`config.mk`:
```
export PLATFORM = sky130hd
export DESIGN_NAME = bin2bcd_display
export DESIGN_NICKNAME = d
export VERILOG_FILES = /design/src/rtl/bin2bcd_display.sv
export SDC_FILE = /design/constraint.sdc
export NUM_CORES = 1
export LEC_CHECK = 0
export ABC_AREA = 1
export CAP_MARGIN = 15
export CELL_PAD_IN_SITES_DETAIL_PLACEMENT = 0
export CELL_PAD_IN_SITES_GLOBAL_PLACEMENT = 1
export CORE_ASPECT_RATIO = 1.1
export CORE_MARGIN = 1.5
export CORE_UTILIZATION = 38
export DETAILED_ROUTE_END_ITERATION = 12
export PLACE_DENSITY = 0.79
export SETUP_SLACK_MARGIN = 0.3
export SLEW_MARGIN = 10
export SYNTH_ARGS = -nofsm -noshare
export SYNTH_HDL_FRONTEND = slang
export SYNTH_SLANG_ARGS = --single-unit
```
`constraint.sdc`:
```
create_clock -name clk -period 1.78 [get_ports clk]
set_clock_uncertainty 0.05 [all_clocks]
set_input_delay 0.356 -clock clk [delete_from_list [all_inputs] [get_ports clk]]
set_output_delay 0.356 -clock clk [all_outputs]
set_load 0.02 [all_outputs]
```
`src/rtl/bin2bcd_display.sv`:
```
// Iterative double-dabble binary-to-BCD converter feeding the 4-digit display.
// Inputs above 9999 saturate to 9999 and flag ovf.
module bin2bcd_display #(
  parameter int IN_W = 14
) (
  input  logic            clk,
  input  logic            rst,
  input  logic [IN_W-1:0] bin_in,
  input  logic            bin_valid,
  output logic            bin_ready,
  output logic [15:0]     bcd_out,
  output logic            bcd_valid,
  output logic            ovf
);

  typedef enum logic {
    IDLE,
    SHIFT
  } state_t;

  localparam logic [IN_W-1:0] SAT = IN_W'(9999);

  state_t          state, state_nxt;
  logic [IN_W-1:0] bin_q;
  logic [15:0]     acc_q;
  logic [15:0]     acc_adj;
  logic [15:0]     acc_nxt;
  logic            pend_q;
  logic [4:0]      cnt_q;
  logic            accept;
  logic            last;
  logic            sat;

  assign bin_ready = (state == IDLE);
  assign accept    = bin_valid & bin_ready;
  assign last      = (state == SHIFT) && (cnt_q == 5'd1);
  assign sat       = (bin_in > SAT);

  // All nibbles corrected from pre-shift values, then one left shift.
  always_comb begin
    acc_adj = '0;
    for (int i = 0; i < 4; i++) begin
      if (acc_q[4*i +: 4] >= 4'd5)
        acc_adj[4*i +: 4] = acc_q[4*i +: 4] + 4'd3;
      else
        acc_adj[4*i +: 4] = acc_q[4*i +: 4];
    end
    acc_nxt = {acc_adj[14:0], bin_q[IN_W-1]};
  end

  always_comb begin
    state_nxt = state;
    unique case (state)
      IDLE:  if (accept) state_nxt = SHIFT;
      SHIFT: if (last)   state_nxt = IDLE;
      default: state_nxt = IDLE;
    endcase
  end

  always_ff @(posedge clk) begin
    if (rst) state <= IDLE;
    else     state <= state_nxt;
  end

  always_ff @(posedge clk) begin
    if (rst) begin
      bin_q     <= '0;
      acc_q     <= '0;
      pend_q    <= 1'b0;
      cnt_q     <= '0;
      bcd_out   <= '0;
      bcd_valid <= 1'b0;
      ovf       <= 1'b0;
    end else begin
      bcd_valid <= 1'b0;
      if (accept) begin
        bin_q  <= sat ? SAT : bin_in;
        acc_q  <= '0;
        pend_q <= sat;
        cnt_q  <= 5'(IN_W);
      end else if (state == SHIFT) begin
        acc_q <= acc_nxt;
        bin_q <= {bin_q[IN_W-2:0], 1'b0};
        cnt_q <= cnt_q - 5'd1;
        if (last) begin
          bcd_out   <= acc_nxt;
          ovf       <= pend_q;
          bcd_valid <= 1'b1;
        end
      end
    end
  end

endmodule

```
# Word level (Yosys, flattened, before mapping)
# Index checks and enable logic that the tools add are counted.
# classes
eq_ne	1
n_mux	13
add_sub_neg	5
magnitude_cmp	5
n_bitwise	3
reduce_logical	5
# ops
cell	n
$mux 14	3
$mux 4	5
$ge 4x3->1 const B	4
$gt 14x14->1 const B	1
$add 4x2->4 const B	3
$eq 5x1->1 const B	1
$sub 5x1->5 const B	1
$add 3x2->3 const B	1
$mux 1	3
$mux 3	1
$reduce_and 3->1	1
$reduce_or 3->1	1
$not 1->1	2
$pmux 1 s2	1
$reduce_bool 2->1	1
$reduce_or 2->1	1
$and 1x1->1	1
$logic_and 1x1->1	1
# word_totals
elab_cells	41
register_bits	55
in_bits	17
output_inout_bits	19

# Logic depth before layout (Yosys ltp)
# depth
depth_word	4
ltp_mapped	9

# Least setup slack after synthesis
# No wires, ideal clock.
# synth_path
path_type	reg2reg
start	reg acc_q[8]
end	reg acc_q[9]
path_buffers	0
stages_incl_launch_ff	9
slack_ns	0.505
setup_time_ns	0.109
period_less_slack_ns	1.275
t_arrival_ns	1.116
path_cell_list	dfxtp_1 inv_1 ha_1 o21ai_0 nor2_1 nand2_1 nand3_1 nand2_1 inv_1
# synth_via
elab_chain_cells	2
word_cells_on_any_way	3
cone_classes	add/sub (1); order compare (1); mux (1)
# synth_rtl
item	line	rtl
start, declared	25	logic [15:0] acc_q;
start signal, assigned	82	acc_q <= acc_nxt;
$add 4x2->4 or $ge 4x3->1 (tied branches)	44, 43	
$mux 4 *	43	if (acc_q[4*i +: 4] >= 4'd5)
# Every way passes the cells marked *; elsewhere a longest branch is shown, timed or not.
# A chain may end at the register's enable or synchronous reset.

# Final worst setup path
# layout_path
start	reg state
end	out bin_ready
# layout_via
elab_chain_cells	1
# layout_rtl
item	line	rtl
start, declared	23	state_t state, state_nxt;
start signal, assigned	62	else state <= state_nxt;
$not 1->1 (no line)	--	
end, declared	10	output logic bin_ready,
# Every way passes these cells.

==> metrics.txt <==
status complete, no violations; TNS Setup 0 ns; leakage 1.58 nW; crit path time final 1.49 ns; fmax 673 MHz; setup violators final 0; unrepaired setup endpoints after global routing true; critical path cell sequence inv_1 -> clkdlybuf4s15_1; Tcrit/Tclk final 83.5%; Worst-Margin Slew 0.271 ns; CTS max path bufs 2; CTS Buf Count 5; Slowest cell on crit path dfxtp_4; ratio of cells with drive above 1 in the final layout 8.61%; CP Class flip-flop to output port; crit path launch type flip-flop; Worst Reg-to-Reg Cells 9; DRT antenna net count 0; Area Growth Syn to Fin 23.6%; FF-to-FF End acc_q[14]; Final Cell Area 3170 um2; WHS 0.369 ns; Synth Net Count 397; grt ovf 0; DRT iter0 DRCs 71; hold depth 2; Req. time, crit path 1.37 ns; Nets 444; reg2reg start acc_q[12]; Critical Path AT 1.08 ns; first-pass GRT wire length 9650 um; final-report hold violation count 0; detailed-route vias per instance 4.67; Avg Cell Area, Syn 6.92 um2; vias in the first global route 2,159; Syn Inst Count 370; CTS root buffer clkbuf_8; Crit Path Max Fanout 5; Netlist Area Pre-Place 2560 um2; sequential area share after synthesis 43.0%; TritonCTS clock tree done; clk_lat worst skew 0.30 ns; hold_buf cts 0; Detailed Place HPWL 4270 um; Worst slew margin 81.9%; CP endpoint kind output port; worst hold path class input pin to flip-flop; worst hold endpoint cnt_q[1]; Core Util, Final 48.3%; Reg clk slew, reported paths 0.10 ns; Max Cap Viol 0; antenna violations before repair 0; Final Slew Violations 0; worst vdd ir 334 uV; min-delay src rst; WL/cell 11.3 um; Initial Utilization 39.1%; Slowest Stage Delay on Critical Path 0.37 ns; height of the die 89.1 um; final WL 5660 um; Core Area 6560 um2; Power per Cell Area 744 nW/um2; routed vias 2,337; Yosys warning count 0; die area 7240 um2; TritonRoute pass-1 iters 4; Rows 31; Boundary Pins 36; reg2reg setup slack 0.38 ns; htree depth 2; GRT Total Usage 17.0%; n_diodes 0; Port-buffer cells 35; Netlist cell types 27; DRC 0; GP Congestion 0.782; largest net degree at the start of global routing 18; Die X 81.3 um; Area after DPL 3040 um2; Synth Register Bits 55; clock sinks 55
==> routing by layer <==
layer  vias to the layer above  part of all wire [%]  track usage [%]
met2                        44                    50             31.7
met4                         0                  0.97             4.23
met3                         7                   2.9             2.45
li1                       1264                     -                -
met5                         -                     0                0
met1                      1022                    46             20.2
==> cell usage in the layout, fill, tap and decap left out, types with 10 or more instances in the layout <==
| cell type | netlist | final |
|---|---|---|
| a21oi_1 | 21 | 21 |
| buf_4 | 4 | 15 |
| clkdlybuf4s50_1 | 0 | 15 |
| dfxtp_1 | 55 | 51 |
| dlygate4sd2_1 | 0 | 18 |
| ha_1 | 10 | 10 |
| inv_1 | 48 | 47 |
| nand2_1 | 133 | 133 |
| nand3_1 | 12 | 11 |
| nor2_1 | 20 | 20 |
| o21ai_0 | 23 | 19 |
==> final cells by class <==
type,count,area [um2]
Timing Repair Buffer,51,454
Sequential cell,55,1110
Clock buffer,7,76.3
Tap cell,82,103
Clock inverter,1,5.00
Multi-Input combinational cell,253,1230
Inverter,51,194
Fill cell,681,3390
==> power breakdown <==
group	switching [mW]	internal, mW	leakage [nW]	total (mW)
Clock	0.385	0.278	0.0422	0.663
Sequential	0.0416	1.29	0.451	1.33
Combinational	0.209	0.153	1.08	0.362
==> state kept, by name (all words and copies together), names as in the netlist <==
name and count:
acc_q 16, pend_q 1, bcd_out 16, bin_q 14, state 1, ovf 1
bcd_valid 1, cnt_q 5
==> stage by stage <==
stage | worst slack [ns] | cells | power, mW
2_1_floorplan | 0.505 | 370 | 1.59
3_3_place_gp | 0.0252 | 488 | 1.72
3_5_place_dp | 0.0387 | 488 | 1.72
4_1_cts | 0.188 | 498 | 2.38
5_1_grt | 0.250 | 500 | 2.49
6_report | 0.294 | 500 | 2.36
==> cells in the mapped netlist <==
master / n / area, um2
nor2_1: 20 / 75.1
o21bai_1: 3 / 22.5
xor2_1: 1 / 8.76
inv_2: 3 / 11.3
nand2_1: 133 / 499
buf_2: 3 / 15.0
nand3_1: 12 / 60.1
a22oi_1: 8 / 60.1
o211ai_1: 1 / 7.51
clkbuf_1: 4 / 15.0
nand4_2: 1 / 12.5
buf_4: 4 / 30.0
a31oi_1: 3 / 18.8
inv_1: 48 / 180
dfxtp_1: 55 / 1100
nand2_2: 1 / 6.26
nor3_1: 5 / 25.0
o21ai_1: 5 / 25.0
o21ai_0: 23 / 115
or2_2: 1 / 6.26
a22o_1: 1 / 8.76
ha_1: 10 / 125
a21oi_1: 21 / 105
and2_1: 1 / 6.26
nand4_1: 1 / 6.26
a221oi_1: 1 / 8.76
nor2_2: 1 / 6.26
==> kinds of logic after synthesis <==
group           count (synthesis)  synth area share [%]
flops                          55                  43.0
compound gates                 66                  14.5
fa+ha+maj                      10                  4.89
xor+xnor                        1                 0.342
simple gates                  176                  27.5
buf+inv                        62                  9.82
==> worst max-delay path: cells and delay by family, from the launching register on <==
family | cells | cell delay [ns]
buf+inv | 2 | 0.41
flops | 1 | 0.37
==> how the worst max path moves through the flow <==
stage / startpoint / endpoint / slack (ns) / cells past startpoint
floorplan: acc_q[8] / acc_q[9] / 0.50 / 8
global placement: bin_in[9] / bin_q[1] / 0.03 / 7
finish: state / bin_ready / 0.29 / 2
CTS: state / bin_ready / 0.19 / 2
global route: state / bin_ready / 0.25 / 2
detailed placement: bin_in[9] / bin_q[1] / 0.04 / 7
==> repair_timing <==
action | CTS | global route
endpoints found under the hold margin | 0 | 0
pin swaps | 1 | 1
buffers inserted | 2 | 2
resized for setup | 20 | 17
setup endpoints to repair | 36 | 45
Power figures use the tool's default switching activity.
